### src/rtl/fp_result_display.sv
// -----------------------------------------------------------------------------
// fp_result_display
//
// Purpose:
//   Consumes the processor's 32-bit result bus and shows the most recent
//   result as 8 hex digits on two 4-digit seven-segment banks. The banks are
//   scanned together: scan step k lights digit k on the right bank (seg0)
//   and digit k+4 on the left bank (seg1).
//
//   New results never change the display in the middle of a scan frame.
//   A strobe outside the frame wrap is parked in a pending register and
//   promoted at the next wrap. A strobe landing exactly on the wrap cycle
//   goes straight to the display. Several strobes within one frame simply
//   overwrite the pending value, so the last one wins.
//
// Parameters:
//   REFRESH_DIV    clk cycles per scan step (legal 2 .. 2**24)
//   SEG_ACTIVE_LOW 1 = seg0/seg1/anode are inverted at the output registers
//
// Optional build macro:
//   FP_DISPLAY_LZ_BLANK_EN  when defined, leading-zero digits (k > 0 with all
//                           nibbles k..7 zero) are blanked. Digit 0 is always
//                           shown and the anode scan is unaffected.
//
// Ports:
//   clk           in   system clock, rising edge
//   reset         in   asynchronous active-high reset, clears all state
//   result_in     in   [31:0] processor result word
//   result_valid  in   one-cycle strobe, result_in holds a new value
//   seg0          out  [6:0] right bank segments, bit0=a .. bit6=g
//   seg1          out  [6:0] left bank segments, bit0=a .. bit6=g
//   anode         out  [7:0] digit enables, bit k = digit k
//   frame_done    out  one-cycle pulse after the scan wraps 3 -> 0
//
// Handshake: result_valid is a strobe with no back-pressure. Every cycle in
// which it is high is one complete transfer of result_in; there is no ready.
// -----------------------------------------------------------------------------
module fp_result_display #(
  parameter int REFRESH_DIV    = 100000,
  parameter bit SEG_ACTIVE_LOW = 1'b0
) (
  input  logic        clk,
  input  logic        reset,
  input  logic [31:0] result_in,
  input  logic        result_valid,
  output logic [6:0]  seg0,
  output logic [6:0]  seg1,
  output logic [7:0]  anode,
  output logic        frame_done
);

  localparam int             CW      = $clog2(REFRESH_DIV);
  localparam logic [CW-1:0]  TC_VAL  = CW'(REFRESH_DIV - 1);
  // Output polarity masks; XOR with these applies SEG_ACTIVE_LOW.
  localparam logic [6:0]     SEG_POL = {7{SEG_ACTIVE_LOW}};
  localparam logic [7:0]     AN_POL  = {8{SEG_ACTIVE_LOW}};

  // Scan position FSM: one state per digit pair.
  typedef enum logic [1:0] {
    SCAN_D0 = 2'd0,
    SCAN_D1 = 2'd1,
    SCAN_D2 = 2'd2,
    SCAN_D3 = 2'd3
  } scan_state_t;

  // ---------------------------------------------------------------------------
  // hex digit to active-high segment pattern (bit0=a .. bit6=g)
  // ---------------------------------------------------------------------------
  function automatic logic [6:0] hex7(input logic [3:0] nib);
    logic [6:0] pat;
    case (nib)
      4'h0: pat = 7'h3F;
      4'h1: pat = 7'h06;
      4'h2: pat = 7'h5B;
      4'h3: pat = 7'h4F;
      4'h4: pat = 7'h66;
      4'h5: pat = 7'h6D;
      4'h6: pat = 7'h7D;
      4'h7: pat = 7'h07;
      4'h8: pat = 7'h7F;
      4'h9: pat = 7'h6F;
      4'hA: pat = 7'h77;
      4'hB: pat = 7'h7C;
      4'hC: pat = 7'h39;
      4'hD: pat = 7'h5E;
      4'hE: pat = 7'h79;
      default: pat = 7'h71;
    endcase
    return pat;
  endfunction

  // ---------------------------------------------------------------------------
  // Registers and wires
  // ---------------------------------------------------------------------------
  logic [CW-1:0] r_prescaler;
  scan_state_t   r_scan_state;
  scan_state_t   w_scan_next;
  logic [31:0]   r_disp;
  logic [31:0]   r_pend;
  logic          r_pend_flag;
  logic [6:0]    r_seg0;
  logic [6:0]    r_seg1;
  logic [7:0]    r_anode;
  logic          r_frame_done;

  logic          w_tc;
  logic          w_wrap;
  logic [1:0]    w_idx;
  logic [3:0]    w_nib_lo;
  logic [3:0]    w_nib_hi;
  logic [7:0]    w_anode_raw;
  logic          w_blank_lo;
  logic          w_blank_hi;
  logic [6:0]    w_seg0_raw;
  logic [6:0]    w_seg1_raw;

  // ---------------------------------------------------------------------------
  // Prescaler: 0 .. REFRESH_DIV-1, one scan step per full count
  // ---------------------------------------------------------------------------
  assign w_tc = (r_prescaler == TC_VAL);

  always_ff @(posedge clk or posedge reset) begin
    if (reset) begin
      r_prescaler <= '0;
    end else if (w_tc) begin
      r_prescaler <= '0;
    end else begin
      r_prescaler <= r_prescaler + 1'b1;
    end
  end

  // ---------------------------------------------------------------------------
  // Scan FSM: state register
  // ---------------------------------------------------------------------------
  always_ff @(posedge clk or posedge reset) begin
    if (reset) begin
      r_scan_state <= SCAN_D0;
    end else begin
      r_scan_state <= w_scan_next;
    end
  end

  // Scan FSM: next state, advances only on the prescaler terminal count
  always_comb begin
    w_scan_next = r_scan_state;
    if (w_tc) begin
      case (r_scan_state)
        SCAN_D0: w_scan_next = SCAN_D1;
        SCAN_D1: w_scan_next = SCAN_D2;
        SCAN_D2: w_scan_next = SCAN_D3;
        default: w_scan_next = SCAN_D0;
      endcase
    end
  end

  // Scan FSM: outputs (digit index and frame wrap)
  always_comb begin
    w_idx  = 2'd0;
    w_wrap = 1'b0;
    case (r_scan_state)
      SCAN_D0: w_idx = 2'd0;
      SCAN_D1: w_idx = 2'd1;
      SCAN_D2: w_idx = 2'd2;
      default: begin
        w_idx  = 2'd3;
        w_wrap = w_tc;
      end
    endcase
  end

  // ---------------------------------------------------------------------------
  // Result capture. The display register only ever changes on a wrap, which
  // keeps each frame consistent. A strobe on the wrap itself bypasses the
  // pending register and also discards any older pending value.
  // ---------------------------------------------------------------------------
  always_ff @(posedge clk or posedge reset) begin
    if (reset) begin
      r_disp      <= '0;
      r_pend      <= '0;
      r_pend_flag <= 1'b0;
    end else if (w_wrap) begin
      if (result_valid) begin
        r_disp      <= result_in;
        r_pend_flag <= 1'b0;
      end else if (r_pend_flag) begin
        r_disp      <= r_pend;
        r_pend_flag <= 1'b0;
      end
    end else if (result_valid) begin
      r_pend      <= result_in;
      r_pend_flag <= 1'b1;
    end
  end

  // ---------------------------------------------------------------------------
  // Digit selection for the current scan step
  // ---------------------------------------------------------------------------
  assign w_nib_lo    = 4'(r_disp >> {w_idx, 2'b00});
  assign w_nib_hi    = 4'(r_disp >> {1'b1, w_idx, 2'b00});
  assign w_anode_raw = 8'h11 << w_idx;

`ifdef FP_DISPLAY_LZ_BLANK_EN
  // w_lz_tail[k] is set when nibbles k..7 of the display word are all zero.
  logic [7:0] w_lz_tail;

  always_comb begin
    w_lz_tail    = '0;
    w_lz_tail[7] = (r_disp[31:28] == 4'h0);
    for (int k = 6; k >= 0; k--) begin
      w_lz_tail[k] = w_lz_tail[k+1] && (r_disp[4*k +: 4] == 4'h0);
    end
  end

  // Digit 0 is never blanked; the left bank digit is always index >= 4.
  assign w_blank_lo = (w_idx != 2'd0) && w_lz_tail[{1'b0, w_idx}];
  assign w_blank_hi = w_lz_tail[{1'b1, w_idx}];
`else
  assign w_blank_lo = 1'b0;
  assign w_blank_hi = 1'b0;
`endif

  assign w_seg0_raw = w_blank_lo ? 7'h00 : hex7(w_nib_lo);
  assign w_seg1_raw = w_blank_hi ? 7'h00 : hex7(w_nib_hi);

  // ---------------------------------------------------------------------------
  // Output registers: one cycle behind the scan state. Reset value is the
  // inactive level, which flips with SEG_ACTIVE_LOW.
  // ---------------------------------------------------------------------------
  always_ff @(posedge clk or posedge reset) begin
    if (reset) begin
      r_seg0       <= SEG_POL;
      r_seg1       <= SEG_POL;
      r_anode      <= AN_POL;
      r_frame_done <= 1'b0;
    end else begin
      r_seg0       <= w_seg0_raw ^ SEG_POL;
      r_seg1       <= w_seg1_raw ^ SEG_POL;
      r_anode      <= w_anode_raw ^ AN_POL;
      r_frame_done <= w_wrap;
    end
  end

  assign seg0       = r_seg0;
  assign seg1       = r_seg1;
  assign anode      = r_anode;
  assign frame_done = r_frame_done;

endmodule

### config.mk
export PLATFORM = sky130hd
export DESIGN_NAME = fp_result_display
export DESIGN_NICKNAME = d
export VERILOG_FILES = /design/src/rtl/fp_result_display.sv
export SDC_FILE = /design/constraint.sdc
export NUM_CORES = 1
export LEC_CHECK = 0
export CORE_ASPECT_RATIO = 0.5
export CORE_MARGIN = 3
export CORE_UTILIZATION = 30
export CTS_CLUSTER_SIZE = 8
export DETAILED_ROUTE_END_ITERATION = 16
export GPL_TIMING_DRIVEN = 0
export PLACE_DENSITY_LB_ADDON = 0.12
export SKIP_LAST_GASP = 1
export SYNTH_ARGS = -nofsm -noshare
export SYNTH_HDL_FRONTEND = slang
export SYNTH_SLANG_ARGS = --single-unit
### constraint.sdc
create_clock -name clk -period 3.8 [get_ports clk]
set_clock_uncertainty 0.15 [all_clocks]
set_input_delay 0.95 -clock clk [delete_from_list [all_inputs] [get_ports clk]]
set_output_delay 0.95 -clock clk [all_outputs]
set_load 0.01 [all_outputs]
==> results of run 1 <==
Yosys cell counts, types with 5 or more instances:
cell	count	area share, %
a21oi_1	39	3.9
and3_1	5	0.62
buf_2	11	1.1
clkbuf_1	9	0.67
dfrtp_1	103	51
ha_1	23	5.7
inv_1	13	0.97
mux2_1	35	7.8
mux2i_1	43	8.5
nand2_1	11	0.82
nand3_1	7	0.70
nor2_1	51	3.8
o21ai_1	7	0.70
xnor2_1	10	1.7
xor2_1	7	1.2
final cells by class:
cell class,instances,area (sq um),share of cell area [%]
well taps,221,277,4.41
plain buffers,28,175,2.79
multi-input cells,292,2250,35.8
clock inverters,7,97.6,1.56
flip-flops and latches,103,2580,41.1
clock buffers,9,225,3.59
inverters,13,52.6,0.838
repair buffers,59,621,9.89
worst min path at each step:
stage                       to  slack, ns  depth (start not counted)
6_report       r_prescaler[11]       0.33                          1
2_1_floorplan      r_pend_flag       0.29                          2
5_1_grt             r_pend[27]       0.35                          1
3_5_place_dp       r_pend_flag       0.32                          2
3_3_place_gp       r_pend_flag       0.32                          2
4_1_cts        r_prescaler[11]       0.34                          1
flip-flops by register name, summed over array words and instances, names as in the netlist:
signal        cells
r_disp           32
seg1              7
r_prescaler      17
seg0              7
r_pend           32
anode             4
frame_done        1
r_pend_flag       1
r_scan_state      2
cells by family (layout without fill, tap and decap cells):
logic type	after synthesis	count (layout)	share of synthesized area, %
buffers and inverters	41	116	4.44
and+or+nand+nor	101	101	10.3
AOI/OAI and AO/OA	70	70	8.42
xor gates and xnor gates	17	17	2.95
muxes	81	81	17.0
adders and majority gates	23	23	5.71
DFF	103	103	51.2
per-layer routing:
layer | track usage (%) | vias up | wire length [um]
met5 | 0 | - | 13
met4 | 3.06 | 2 | 87
met3 | 3.68 | 7 | 441
met2 | 17.7 | 42 | 4610
met1 | 17.4 | 1629 | 5680
li1 | - | 1655 | -
power by group:
group / switching, mW / internal [mW] / total, mW
Clock: 0.422 / 0.578 / 1.00
Combinational: 0.0688 / 0.0826 / 0.151
Sequential: 0.0152 / 1.13 / 1.14
==> impl_metrics.xml, run 1 <==
<?xml version="1.0" encoding="UTF-8"?>
<metrics>
  <group name="timing">
    <metric name="setup_violations" unit="">0</metric>
    <metric name="fin_tns_setup" unit="ns">0</metric>
    <metric name="timing.hold.ws" unit="ns">0.334</metric>
    <metric name="period_minus_slack" unit="ns">3.46</metric>
    <metric name="timing.final.max_slew_violations" unit="">0</metric>
    <metric name="hold_violations" unit="">0</metric>
    <metric name="timing_worst_slew_pin_value" unit="ns">0.965</metric>
    <metric name="period_share" unit="%">91.0</metric>
    <metric name="relSlewSlack" unit="%">35.1</metric>
    <metric name="postLayoutSetupSlackWorst" unit="ns">0.341</metric>
    <metric name="max_clock_freq" unit="GHz">0.289</metric>
    <metric name="rsz0062_at_grt" unit="">no</metric>
  </group>
  <group name="routing">
    <metric name="route.detailed.drc" unit="">0</metric>
    <metric name="first_iter_violations" unit="">91</metric>
    <metric name="wire_per_inst" unit="um">14.8</metric>
    <metric name="routed_via_density" unit="">4.56</metric>
    <metric name="wirelength" unit="mm">10.8</metric>
    <metric name="drtPass1Iterations" unit="">4</metric>
    <metric name="dr_total_vias" unit="">3335</metric>
    <metric name="post_drt_antenna_nets" unit="">0</metric>
  </group>
  <group name="placement">
    <metric name="dp_cells" unit="">716</metric>
    <metric name="gp_congestion" unit="">0.744</metric>
    <metric name="postPlaceCellArea" unit="sq mm">0.00594</metric>
    <metric name="preCtsSetupSlack" unit="ns">0.0692</metric>
    <metric name="portBuffers" unit="">56</metric>
    <metric name="hpwlAfterDp" unit="mm">7.92</metric>
  </group>
  <group name="floorplan">
    <metric name="die_height" unit="um">97.6</metric>
    <metric name="core.rowCount" unit="">32</metric>
    <metric name="design.die.area" unit="sq mm">0.0185</metric>
    <metric name="floorplan.core_area" unit="sq mm">0.0159</metric>
    <metric name="number_of_i_o_pins" unit="">58</metric>
    <metric name="die_width" unit="um">189</metric>
    <metric name="floorplan.initialDensity" unit="%">31.7</metric>
  </group>
  <group name="synthesis">
    <metric name="netlist_area" unit="sq mm">0.00504</metric>
    <metric name="synth_cell_types" unit="">45</metric>
    <metric name="synth_edf_count" unit="">0</metric>
    <metric name="yosysSeqAreaShare" unit="%">51.2</metric>
    <metric name="synthesized_netlist_net_count" unit="">494</metric>
    <metric name="synth.yosys.warnings" unit="">0</metric>
    <metric name="netlist_instances" unit="">436</metric>
    <metric name="flop_and_latch_count_out_of_synthesis" unit="">103</metric>
    <metric name="synth.avg_cell_area" unit="sq um">11.6</metric>
    <metric name="synthArstFlopShare" unit="%">100</metric>
    <metric name="synth_flop_cell" unit="">dfrtp_1</metric>
  </group>
  <group name="global_routing">
    <metric name="antenna_found_initial" unit="">1</metric>
    <metric name="track_usage" unit="%">12.1</metric>
    <metric name="gr_ovfl_total" unit="">0</metric>
    <metric name="vias_in_the_first_global_route" unit="">3424</metric>
    <metric name="grt_max_degree" unit="">32</metric>
    <metric name="grt_pass1_wl" unit="mm">17.8</metric>
  </group>
  <group name="critical_path">
    <metric name="worst-setup-path-type" unit="">flop to flop</metric>
    <metric name="worst-r2r-setup-slack" unit="ns">0.34</metric>
    <metric name="arrival" unit="ns">3.58</metric>
    <metric name="slowest_cell_on_the_critical_path" unit="">dfrtp_1</metric>
    <metric name="crit_required" unit="ns">3.92</metric>
    <metric name="crit_cells" unit="">11</metric>
    <metric name="crit_end" unit="">seg1[1]</metric>
    <metric name="cp_top_family" unit="">buffers and inverters</metric>
    <metric name="worstPathMaxFanout" unit="">10</metric>
    <metric name="reg2reg_launch_point" unit="">r_scan_state[1]</metric>
    <metric name="ff2ff_path_depth" unit="">11</metric>
    <metric name="worst_setup_path_startpoint" unit="">r_scan_state[1]</metric>
    <metric name="cpPeakStageDelay" unit="ns">0.44</metric>
    <metric name="rr_endpoint" unit="">seg1[1]</metric>
    <metric name="cells_traversed_along_the_worst_timing_path" unit="">inv_1 &gt; ha_1 &gt; clkbuf_1 &gt; buf_2 &gt; mux2i_1 &gt; o21ai_0 &gt; a21oi_2 &gt; inv_1 &gt; ha_1 &gt; mux2_2 &gt; a21oi_1</metric>
    <metric name="critical_path_endpoint_category" unit="">flop</metric>
    <metric name="critical_path_buffer_and_inverter_count" unit="">4</metric>
    <metric name="setup.worst_path.start_class" unit="">flop</metric>
  </group>
  <group name="cells_and_area">
    <metric name="antenna_fix_cells" unit="">0</metric>
    <metric name="instances_no_fill" unit="">732</metric>
    <metric name="finalNetCount" unit="">564</metric>
    <metric name="num-fill-cells" unit="">1606</metric>
    <metric name="final_layout_size_suffix_gt1_share" unit="%">9.39</metric>
    <metric name="area_delta_synth_final" unit="%">24.5</metric>
    <metric name="most_frequent_standard_cell_in_the_layout_excluding_fill_and_tap_cells" unit="">dfrtp_1</metric>
    <metric name="finish.instance_area" unit="sq mm">0.00627</metric>
    <metric name="most-common-layout-cells" unit="">dfrtp_1 (103), clkdlybuf4s50_1 (56), nor2_1 (51), mux2i_1 (43), a21oi_1 (38)</metric>
    <metric name="finish.utilization" unit="%">39.5</metric>
  </group>
  <group name="cts">
    <metric name="cts_max_path_buffers" unit="">2</metric>
    <metric name="clock_transition_at_the_registers_of_the_reported_paths" unit="ns">0.08</metric>
    <metric name="postCtsHoldBufs" unit="">0</metric>
    <metric name="clk-insertion-delay-late" unit="ns">0.36</metric>
    <metric name="cts_repair_resizes" unit="">0</metric>
    <metric name="tritoncts" unit="">done</metric>
    <metric name="numCtsBuffers" unit="">9</metric>
    <metric name="cts_post_setup_buffers_inserted" unit="">0</metric>
    <metric name="htree_num_levels" unit="">3</metric>
    <metric name="cts_sinks" unit="">103</metric>
    <metric name="cts.root.buffer_cell" unit="">clkbuf_16</metric>
  </group>
  <group name="power">
    <metric name="power.ir.vdd_worst" unit="V">0.000227</metric>
    <metric name="design_power_total" unit="mW">2.30</metric>
    <metric name="pwr_density_cell" unit="mW/mm^2">366</metric>
    <metric name="static-leakage-power" unit="nW">2.83</metric>
  </group>
  <group name="flow_run">
    <metric name="max-cap-violations" unit="">0</metric>
  </group>
  <group name="outcome">
    <metric name="status" unit="">complete, no violations</metric>
  </group>
  <group name="min_path">
    <metric name="min_path_type" unit="">flop to flop</metric>
    <metric name="hold_start" unit="">r_prescaler[11]</metric>
  </group>
</metrics>
(Power assumes the default switching activity.)
==> run 2, diff against run 1 <==
Settings changed: SKIP_LAST_GASP 1 to not set.
==> results of run 2 <==
The final DEF is identical to that of run 1; final timing and power are the same.
